$ cat config.mk
export PLATFORM = sky130hd
export DESIGN_NAME = bus_master_mux_flat
export DESIGN_NICKNAME = d
export VERILOG_FILES = /design/src/rtl/bus_master_mux_if.sv /design/src/rtl/bus_master_mux.sv /design/src/flat_wrapper.sv
export SDC_FILE = /design/constraint.sdc
export NUM_CORES = 1
export LEC_CHECK = 0
export CAP_MARGIN = 30
export CORE_AREA = 2 2 103 105
export DETAILED_ROUTE_END_ITERATION = 8
export DIE_AREA = 0 0 105 107
export GPL_ROUTABILITY_DRIVEN = 0
export GPL_TIMING_DRIVEN = 0
export HOLD_SLACK_MARGIN = 0.05
export PLACE_DENSITY_LB_ADDON = 0.25
export SLEW_MARGIN = 20
export SYNTH_ARGS = -nofsm -noshare
export SYNTH_HDL_FRONTEND = slang
export SYNTH_SLANG_ARGS = --single-unit
$ cat constraint.sdc
create_clock -name clk -period 2.05 [get_ports clk]
set_input_delay 0.205 -clock clk [delete_from_list [all_inputs] [get_ports clk]]
set_output_delay 0.205 -clock clk [all_outputs]
set_load 0.005 [all_outputs]
$ cat src/rtl/bus_master_mux_if.sv
// Upstream bus port shared by the channel multiplexer
// and whatever arbiter/slave sits above it.
interface bus_master_mux_if #(
  parameter int AW = 30,
  parameter int DW = 32
);
  logic          BusReq_;
  logic          BusGrnt_;
  logic [AW-1:0] BusAddr;
  logic          BusAs_;
  logic          BusRW;
  logic [DW-1:0] BusWrData;
  logic [DW-1:0] BusRdData;
  logic          BusRdy_;

  modport master (
    output BusReq_, BusAddr, BusAs_,
    output BusRW, BusWrData,
    input  BusGrnt_, BusRdData, BusRdy_
  );

  modport slave (
    input  BusReq_, BusAddr, BusAs_,
    input  BusRW, BusWrData,
    output BusGrnt_, BusRdData, BusRdy_
  );
endinterface

$ cat src/rtl/bus_master_mux.sv
// Multiplexes NCH channel masters onto one upstream bus,
// with fixed-priority or round-robin arbitration and burst limit.
module bus_master_mux #(
  parameter int NCH       = 2,
  parameter int AW        = 30,
  parameter int DW        = 32,
  parameter int ARB_MODE  = 1,
  parameter int MAX_BURST = 4
) (
  input  logic              clk,
  input  logic              reset,
  input  logic [NCH-1:0]    ChReq_,
  input  logic [NCH*AW-1:0] ChAddr,
  input  logic [NCH-1:0]    ChAs_,
  input  logic [NCH-1:0]    ChRW,
  input  logic [NCH*DW-1:0] ChWrData,
  output logic [NCH-1:0]    ChGrnt_,
  output logic [NCH-1:0]    ChRdy_,
  output logic [DW-1:0]     ChRdData,
  bus_master_mux_if.master  bus
);

  localparam int IW = $clog2(NCH);
  localparam int CW =
    (MAX_BURST < 2) ? 1 : $clog2(MAX_BURST + 1);
  localparam logic [CW-1:0] CMAX = CW'(MAX_BURST);

  typedef enum logic [1:0] {
    IDLE, REQ, OWN
  } st_e;

  st_e           r_state;
  st_e           w_next;
  logic [IW-1:0] r_win;
  logic [IW-1:0] r_last;
  logic [IW-1:0] w_pick;
  logic [IW-1:0] w_idx;
  logic          w_found;
  logic [CW-1:0] r_cnt;
  logic [NCH-1:0] r_grnt_n;
  logic [NCH-1:0] w_win_oh;
  logic w_any;
  logic w_own;
  logic w_other;
  logic w_force;
  logic w_xfer;
  logic w_enter;

  function automatic logic [IW-1:0] arb_idx(
    input logic [IW-1:0] last,
    input int            k
  );
    int t;
    if (ARB_MODE != 0)
      t = (int'(last) + 1 + k) % NCH;
    else
      t = k;
    return IW'(t);
  endfunction

  always_comb begin
    w_pick  = '0;
    w_idx   = '0;
    w_found = 1'b0;
    for (int k = 0; k < NCH; k++) begin
      w_idx = arb_idx(r_last, k);
      if (!w_found && !ChReq_[w_idx]) begin
        w_pick  = w_idx;
        w_found = 1'b1;
      end
    end
  end

  assign w_any    = ~&ChReq_;
  assign w_own    = (r_state == OWN);
  assign w_win_oh = NCH'(1) << r_win;
  assign w_other  = |(~ChReq_ & ~w_win_oh);
  // forced release waits for the winner's strobe to drop
  assign w_force  = (MAX_BURST != 0) &&
                    (r_cnt == CMAX) &&
                    w_other && ChAs_[r_win];
  assign w_xfer   = w_own && !ChAs_[r_win] &&
                    !bus.BusRdy_;
  assign w_enter  = (r_state == REQ) &&
                    (w_next == OWN);

  always_ff @(posedge clk) begin
    if (reset)
      r_state <= IDLE;
    else
      r_state <= w_next;
  end

  always_comb begin
    w_next = r_state;
    unique case (r_state)
      IDLE:
        if (w_any) w_next = REQ;
      REQ:
        if (ChReq_[r_win])       w_next = IDLE;
        else if (!bus.BusGrnt_)  w_next = OWN;
      OWN:
        if (ChReq_[r_win] || w_force)
          w_next = IDLE;
        else if (bus.BusGrnt_)
          w_next = REQ;
      default:
        w_next = IDLE;
    endcase
  end

  always_ff @(posedge clk) begin
    if (reset) begin
      r_win    <= '0;
      r_last   <= IW'(NCH - 1);
      r_cnt    <= '0;
      r_grnt_n <= '1;
    end else begin
      r_grnt_n <= (w_next == OWN) ? ~w_win_oh : '1;
      if (r_state == IDLE && w_any)
        r_win <= w_pick;
      if (w_enter) begin
        r_last <= r_win;
        r_cnt  <= '0;
      end else if (w_xfer && r_cnt != CMAX) begin
        r_cnt <= r_cnt + 1'b1;
      end
    end
  end

  assign ChGrnt_ = r_grnt_n;

  always_comb begin
    bus.BusReq_   = (r_state == IDLE);
    bus.BusAs_    = 1'b1;
    bus.BusRW     = 1'b1;
    bus.BusAddr   = '0;
    bus.BusWrData = '0;
    ChRdy_        = '1;
    ChRdData      = bus.BusRdData;
    if (w_own) begin
      bus.BusAs_    = ChAs_[r_win];
      bus.BusRW     = ChRW[r_win];
      bus.BusAddr   = ChAddr[r_win*AW +: AW];
      bus.BusWrData = ChWrData[r_win*DW +: DW];
      ChRdy_[r_win] = bus.BusRdy_;
    end
  end

endmodule

$ cat src/flat_wrapper.sv
// flat-port wrapper written by rule: the top's interface ports become plain ports
module bus_master_mux_flat 
#(
  parameter int NCH       = 2,
  parameter int AW        = 30,
  parameter int DW        = 32,
  parameter int ARB_MODE  = 1,
  parameter int MAX_BURST = 4
)
  (clk, reset, ChReq_, ChAddr, ChAs_, ChRW, ChWrData, ChGrnt_, ChRdy_, ChRdData, bus_BusReq_, bus_BusAddr, bus_BusAs_, bus_BusRW, bus_BusWrData, bus_BusGrnt_, bus_BusRdData, bus_BusRdy_);
  bus_master_mux_if #(.AW(AW), .DW(DW)) bus_i ();
  input  logic clk;
  input  logic reset;
  input  logic [NCH-1:0] ChReq_;
  input  logic [NCH*AW-1:0] ChAddr;
  input  logic [NCH-1:0] ChAs_;
  input  logic [NCH-1:0] ChRW;
  input  logic [NCH*DW-1:0] ChWrData;
  output logic [NCH-1:0] ChGrnt_;
  output logic [NCH-1:0] ChRdy_;
  output logic [DW-1:0] ChRdData;
  output wire logic [$bits(bus_i.BusReq_)-1:0] bus_BusReq_;
  output wire logic [$bits(bus_i.BusAddr)-1:0] bus_BusAddr;
  output wire logic [$bits(bus_i.BusAs_)-1:0] bus_BusAs_;
  output wire logic [$bits(bus_i.BusRW)-1:0] bus_BusRW;
  output wire logic [$bits(bus_i.BusWrData)-1:0] bus_BusWrData;
  input wire logic [$bits(bus_i.BusGrnt_)-1:0] bus_BusGrnt_;
  input wire logic [$bits(bus_i.BusRdData)-1:0] bus_BusRdData;
  input wire logic [$bits(bus_i.BusRdy_)-1:0] bus_BusRdy_;
  assign bus_BusReq_ = bus_i.BusReq_;
  assign bus_BusAddr = bus_i.BusAddr;
  assign bus_BusAs_ = bus_i.BusAs_;
  assign bus_BusRW = bus_i.BusRW;
  assign bus_BusWrData = bus_i.BusWrData;
  assign bus_i.BusGrnt_ = bus_BusGrnt_;
  assign bus_i.BusRdData = bus_BusRdData;
  assign bus_i.BusRdy_ = bus_BusRdy_;
  bus_master_mux #(.NCH(NCH), .AW(AW), .DW(DW), .ARB_MODE(ARB_MODE), .MAX_BURST(MAX_BURST)) u_core (.clk(clk), .reset(reset), .ChReq_(ChReq_), .ChAddr(ChAddr), .ChAs_(ChAs_), .ChRW(ChRW), .ChWrData(ChWrData), .ChGrnt_(ChGrnt_), .ChRdy_(ChRdy_), .ChRdData(ChRdData), .bus(bus_i));
endmodule
==> impl_metrics.csv, run 1 <==
group,metric,value,unit
setup_path,cp.required,1850,ps
power,leakage,0.00237,uW
power,netSwitchingPower,282,uW
detailed_routing,drt_iter0_markers,76,
detailed_routing,wl_per_cell,14.9,um
logic_synthesis,syn_inst,232,
logic_synthesis,yosys_warnings,0,
detailed_routing,drt-total-wl,9010,um
power,pwr_density_cell,239,nW/um2
finish,drive_gt1_share,12.8,%
floorplan,die_w,105,um
finish,areaGrowthSynthToFinish,154,%
floorplan,initial_utilization,17.3,%
power,power,1060,uW
logic_synthesis,synth-seq-cells,9,
detailed_routing,detail-route-antenna-nets,0,
clock_network,clock_sinks,9,
timing,max_clock_freq,0.503,GHz
logic_synthesis,synth_area_leaders,"mux2i_1, buf_4, nor2_1",
power,peakVddDrop,193,uV
power,pwr-share-comb,62.5,%
setup_path,crit_arrival,1780,ps
min_path,hold_class,"reg2reg",
global_route,busiest_layer,"met2",
finish,final_cells,606,
global_route,grt_pass1_vias,2649,
global_route,grt_first_pass_wirelength,13200,um
clock_network,cts_buffer_depth,2,
logic_synthesis,syn_area,1750,um2
setup_path,r2r_start,"u_core.r_cnt[0]",
job,maxCapViolations,0,
global_route,grt_use_met1,14.2,%
clock_network,path_clk_slew,50,ps
clock_network,cts_max_level,1,
logic_synthesis,netlist.top_cell.by_area,"mux2i_1",
setup_path,critPathCaptureType,"primary output",
logic_synthesis,ys_seq_area_share,10.3,%
power,clkPwrFrac,20.2,%
detailed_routing,dr_total_vias,2465,
power,pwr-share-seq,17.3,%
power,p_int,780,uW
min_path,min_to,"u_core.r_cnt[1]",
global_route,antenna_found_initial,0,
detailed_routing,drc,0,
global_route,grt_overflow_total,0,
min_path,hold_depth,2,
finish,nFillCells,1065,
outcome,outcome,"complete, no violations",
finish,num_antenna_cells,0,
setup_path,reg2reg_depth,5,
min_path,hold_path_startpoint,"u_core.r_cnt[1]",
placement,port-buffer-count,234,
global_route,met2_usage,29.6,%
global_route,met3_usage,4.44,%
timing,whs,504,ps
detailed_routing,dr.pass1.iters,4,
timing,tightest_slew,433,ps
timing,worst_slack,63.4,ps
timing,fin_crit,1990,ps
setup_path,reg2reg_slack,570,ps
clock_network,cts_tree,"yes",
floorplan,rows,37,
power,switching_share,26.6,%
timing,layout_worst_path_cycle_share,96.9,%
setup_path,crit_path_start_kind,"register",
timing,maxSlewViolCount,0,
timing,relSlewSlack,70.8,%
timing,fin_tns_setup,0,ps
logic_synthesis,synth_nets,400,
global_route,grt_usage,14.6,%
setup_path,path_class,"reg2out",
clock_network,cts_root_buffer,"clkbuf_8",
placement,dp_slack,-8.09,ps
global_route,grt_max_degree,11,
logic_synthesis,avgSynthCellArea,7.53,um2
detailed_routing,vias_per_cell,4.07,
clock_network,cts_made_buffers,3,
timing,rsz0062_at_grt,"no",
floorplan,num_io_pins,267,
timing,setup_viol,0,
placement,placed_cells,602,
setup_path,r2r_end,"u_core.r_state[0]",
floorplan,die_h,107,um
clock_network,clock_latency,240,ps
finish,nets,639,
clock_network,hold_buffers,0,
logic_synthesis,ys_types,32,
placement,hpwl,7900,um
floorplan,die_area,11200,um2
timing,skew,2.21,ps
logic_synthesis,synthDominantCellAreaShare,36.7,%
setup_path,critPathMaxFanout,10,
floorplan,coreArea,10100,um2
timing,finalHoldViolCount,0,
worst max-delay path: stages (launching register included):
cell             delay, ps
dfxtp_1                290
buf_4                  160
nand2b_1               150
buf_6                  150
buf_4                  170
nor2_1                 110
clkdlybuf4s50_1        510
cell families (layout without fill, tap and decap cells):
logic type,count (synthesis),in the layout,synth area share (%)
flops,9,9,10.3
simple gates,83,83,21.6
mux,66,66,38.4
buf+inv,54,292,20.2
fa+ha+maj,2,2,1.43
compound gates,18,18,8.09
worst max path at each step:
stage	startpoint	end	slack [ps]	depth (start not counted)
detailed placement	u_core.r_state[0]	bus_BusAddr[5]	-8	6
finish	u_core.r_state[0]	bus_BusAddr[25]	60	6
floorplan	u_core.r_cnt[0]	u_core.r_state[0]	680	5
CTS	u_core.r_state[0]	bus_BusAddr[18]	-20	6
global route	u_core.r_state[0]	bus_BusAddr[24]	2	6
global placement	u_core.r_state[0]	bus_BusAddr[2]	-10	6
cells in the mapped netlist:
cell and count:
nand2_1 5, nor4b_2 1, buf_4 36, nand4_1 2, nor2_1 63, nor2b_1 2, buf_6 1, or3b_1 1
nor3b_2 1, nand3b_1 1, o31ai_1 3, o311ai_0 1, nand2b_1 2, dfxtp_1 9, o211ai_1 2, a31oi_1 1
mux2i_1 64, clkbuf_1 6, a21oi_1 4, o21a_1 1, a211oi_1 2, and4bb_2 1, buf_2 6, or3b_4 1
nor3_1 2, a2111oi_4 1, o21ai_0 2, mux2_4 2, o31a_1 1, inv_1 5, ha_1 2, and2_1 1
power groups by stage:
stage | Combinational [uW] | Clock (uW) | Sequential [uW]
CTS | 673 | 216 | 184
floorplan | 261 | 0 | 187
detailed placement | 664 | 0 | 187
global route | 714 | 221 | 184
global placement | 656 | 0 | 187
finish | 664 | 214 | 184
stage by stage:
step,util (%),cell area [um2]
2_1_floorplan,-,1750
3_3_place_gp,42.2,4260
3_5_place_dp,42.2,4260
4_1_cts,43.0,4340
5_1_grt,44.0,4440
6_report,44.0,4440
layer usage:
metal,wire length (um),vias to the layer above
met5,0,-
met4,168,0
met3,717,15
met2,5120,108
met1,3000,1107
li1,-,1235
flip-flops by register name, indices dropped and copies added, names as in the netlist:
register	cells
u_core.r_cnt	3
u_core.ChGrnt_	2
u_core.r_state	2
u_core.r_last	1
u_core.r_win	1
cell usage in the layout, fill, tap and decap left out, types with 3 or more instances in the layout:
master / n
buf_6: 6
dlygate4sd2_1: 17
inv_1: 5
o31ai_1: 3
clkdlybuf4s50_1: 180
a21oi_1: 4
mux2i_1: 64
nor2_1: 62
nand2_1: 5
clkbuf_8: 5
dlymetal6s2s_1: 37
dfxtp_1: 9
buf_4: 37
area by class of cell:
type,instances,area (um2),area share (%)
timing repair buffer,234,2410,54.3
clock buffer,4,45.0,1.01
multi-input combinational,169,1220,27.4
sequential,9,180,4.06
buffer,49,398,8.96
tap,136,170,3.83
inverter,5,18.8,0.423
what timing repair did:
action | CTS | global route
setup buffers | 0 | 0
endpoints found under the setup margin | 60 | 43
resized for setup | 37 | 45
(Power assumes the default switching activity.)
==> run 2: changes to the inputs <==
--- a/config.mk
+++ b/config.mk
@@ -7,6 +7,7 @@
 export LEC_CHECK = 0
 export CAP_MARGIN = 30
 export CORE_AREA = 2 2 103 105
+export CTS_CLUSTER_DIAMETER = 40
 export DETAILED_ROUTE_END_ITERATION = 8
 export DIE_AREA = 0 0 105 107
 export GPL_ROUTABILITY_DRIVEN = 0
==> results of run 2 <==
The final DEF is identical to that of run 1; final timing and power are the same.
==> run 3: changes to the inputs <==
--- a/config.mk
+++ b/config.mk
@@ -6,10 +6,11 @@
 export NUM_CORES = 1
 export LEC_CHECK = 0
 export CAP_MARGIN = 30
-export CORE_AREA = 2 2 103 105
+export CORE_AREA = 2 2 104 106
 export CTS_CLUSTER_DIAMETER = 40
 export DETAILED_ROUTE_END_ITERATION = 8
-export DIE_AREA = 0 0 105 107
+export DIE_AREA = 0 0 106 108
+export DONT_BUFFER_PORTS = 1
 export GPL_ROUTABILITY_DRIVEN = 0
 export GPL_TIMING_DRIVEN = 0
 export HOLD_SLACK_MARGIN = 0.05
==> run 3 against run 2 <==
  * Final cell count shrank 38%
  * Largest cell class is now multi-input combinational cells
  * Cell area fell by 56%
  * Critical path depth fell by 1
==> impl_metrics.csv, run 3 (same netlist as run 1, synthesis figures left out) <==
group,metric,value,unit
finish,mostFrequentLayoutCell,"mux2i_1",
detailed_routing,dr.pass1.iters,4,
finish,final_cells,373,
finish,nets,406,
min_path,min_to,"u_core.r_last",
global_route,grt_pass1_vias,1537,
finish,largest_reg_flops,3,
global_route,grt_usage,10.4,%
setup_path,cp.required,1850,ps
setup_path,crit_arrival,1720,ps
finish,final_util,19.3,%
detailed_routing,vias_per_cell,4.59,
setup_path,r2r_start,"u_core.r_cnt[0]",
power,leakage,0.000689,uW
setup_path,critPathMaxFanout,10,
min_path,hold_class,"in2reg",
floorplan,die_w,106,um
detailed_routing,drc,0,
clock_network,path_clk_slew,50,ps
finish,nFillCells,1143,
clock_network,cts_buffer_depth,2,
clock_network,cts_made_buffers,3,
floorplan,die_area,11400,um2
placement,placed_cells,368,
placement,port-buffer-count,0,
timing,maxSlewViolCount,0,
timing,fin_tns_setup,0,ps
finish,areaGrowthSynthToFinish,13.0,%
timing,tightest_slew,467,ps
clock_network,cts_tree,"yes",
timing,rsz0062_at_grt,"no",
clock_network,cts_max_level,1,
finish,num_antenna_cells,0,
detailed_routing,wl_per_cell,18.7,um
floorplan,coreArea,10200,um2
finish,drive_gt1_share,22.8,%
clock_network,clock_sinks,9,
finish,max_flop_register,"u_core.r_cnt",
detailed_routing,drt_iter0_markers,82,
power,peakVddDrop,123,uV
floorplan,rows,37,
detailed_routing,drt-total-wl,6970,um
finish,final_cell_mix,"mux2i_1, nor2_1, buf_4",
power,pwr_density_cell,358,nW/um2
floorplan,die_h,108,um
placement,hpwl,6010,um
timing,layout_worst_path_cycle_share,93.9,%
setup_path,r2r_end,"u_core.r_state[0]",
min_path,hold_depth,2,
floorplan,num_io_pins,267,
timing,max_clock_freq,0.519,GHz
global_route,antenna_found_initial,0,
global_route,grt_max_degree,11,
setup_path,path_class,"reg2out",
timing,setup_viol,0,
global_route,grt_first_pass_wirelength,9200,um
clock_network,clock_latency,230,ps
outcome,outcome,"complete, no violations",
setup_path,critPathCaptureType,"primary output",
job,maxCapViolations,0,
timing,relSlewSlack,68.5,%
timing,finalHoldViolCount,0,
setup_path,reg2reg_depth,5,
timing,fin_crit,1930,ps
setup_path,crit_path_start_kind,"register",
setup_path,reg2reg_slack,570,ps
detailed_routing,detail-route-antenna-nets,0,
clock_network,postCtsSetupRepairBufs,0,
clock_network,cts_root_buffer,"clkbuf_8",
floorplan,initial_utilization,17.1,%
timing,skew,0.937,ps
min_path,hold_path_startpoint,"reset",
global_route,grt_overflow_total,0,
detailed_routing,dr_total_vias,1711,
## run 3: final cells by class
type / instances / area (um2) / share of cell area, %
tap: 136 / 170 / 8.62
buffer: 49 / 335 / 17.0
inverter: 5 / 18.8 / 0.951
timing repair buffer: 1 / 10.0 / 0.507
clock buffer: 4 / 45.0 / 2.28
multi-input combinational: 169 / 1210 / 61.5
sequential: 9 / 180 / 9.13
## run 3: per-stage QoR
step / power (uW) / worst slack (ps) / hold WS (ps) / cell area [um2]
5_1_grt: 753 / 35.8 / 149 / 1970
6_report: 706 / 125 / 134 / 1970
2_1_floorplan: 448 / 678 / 274 / 1750
3_3_place_gp: 500 / 318 / 289 / 1920
3_5_place_dp: 504 / 291 / 301 / 1920
4_1_cts: 716 / 33.9 / 56.1 / 1960
## run 3: worst max-delay path, cell delays in order, from the launching register on
cell and delay [ps]:
dfxtp_1 320, buf_6 140, buf_2 360, buf_4 290
mux2i_1 270, nor2_1 100
## run 3: report_power, final
part | internal [uW] | leakage (uW) | switching (uW)
logic | 155 | 0.000593 | 161
registers | 182 | 0.0000733 | 2.27
clock network | 136 | 0.0000228 | 70.6
## run 3: worst max path at each step
stage                      start                end  slack [ps]
2_1_floorplan    u_core.r_cnt[0]  u_core.r_state[0]         680
3_3_place_gp   u_core.r_state[0]     bus_BusAddr[3]         320
3_5_place_dp   u_core.r_state[0]     bus_BusAddr[3]         290
4_1_cts        u_core.r_state[0]     bus_BusAddr[3]          30
5_1_grt             u_core.r_win  bus_BusWrData[16]          40
6_report            u_core.r_win  bus_BusWrData[18]         120
## run 3: metal layers
layer | vias up | wire [um] | GRT usage [%]
li1 | 771 | - | -
met1 | 821 | 2710 | 13.1
met2 | 115 | 3760 | 19.3
met3 | 4 | 483 | 1.45
met4 | 0 | 23 | 1.13
met5 | - | 0 | 0
## run 3: timing repair
action / 4_1_cts / 5_1_grt
setup endpoints to repair: 0 / 5
resized for setup: 0 / 2
hold buffers: 0 / 1
hold endpoints to repair: 0 / 1
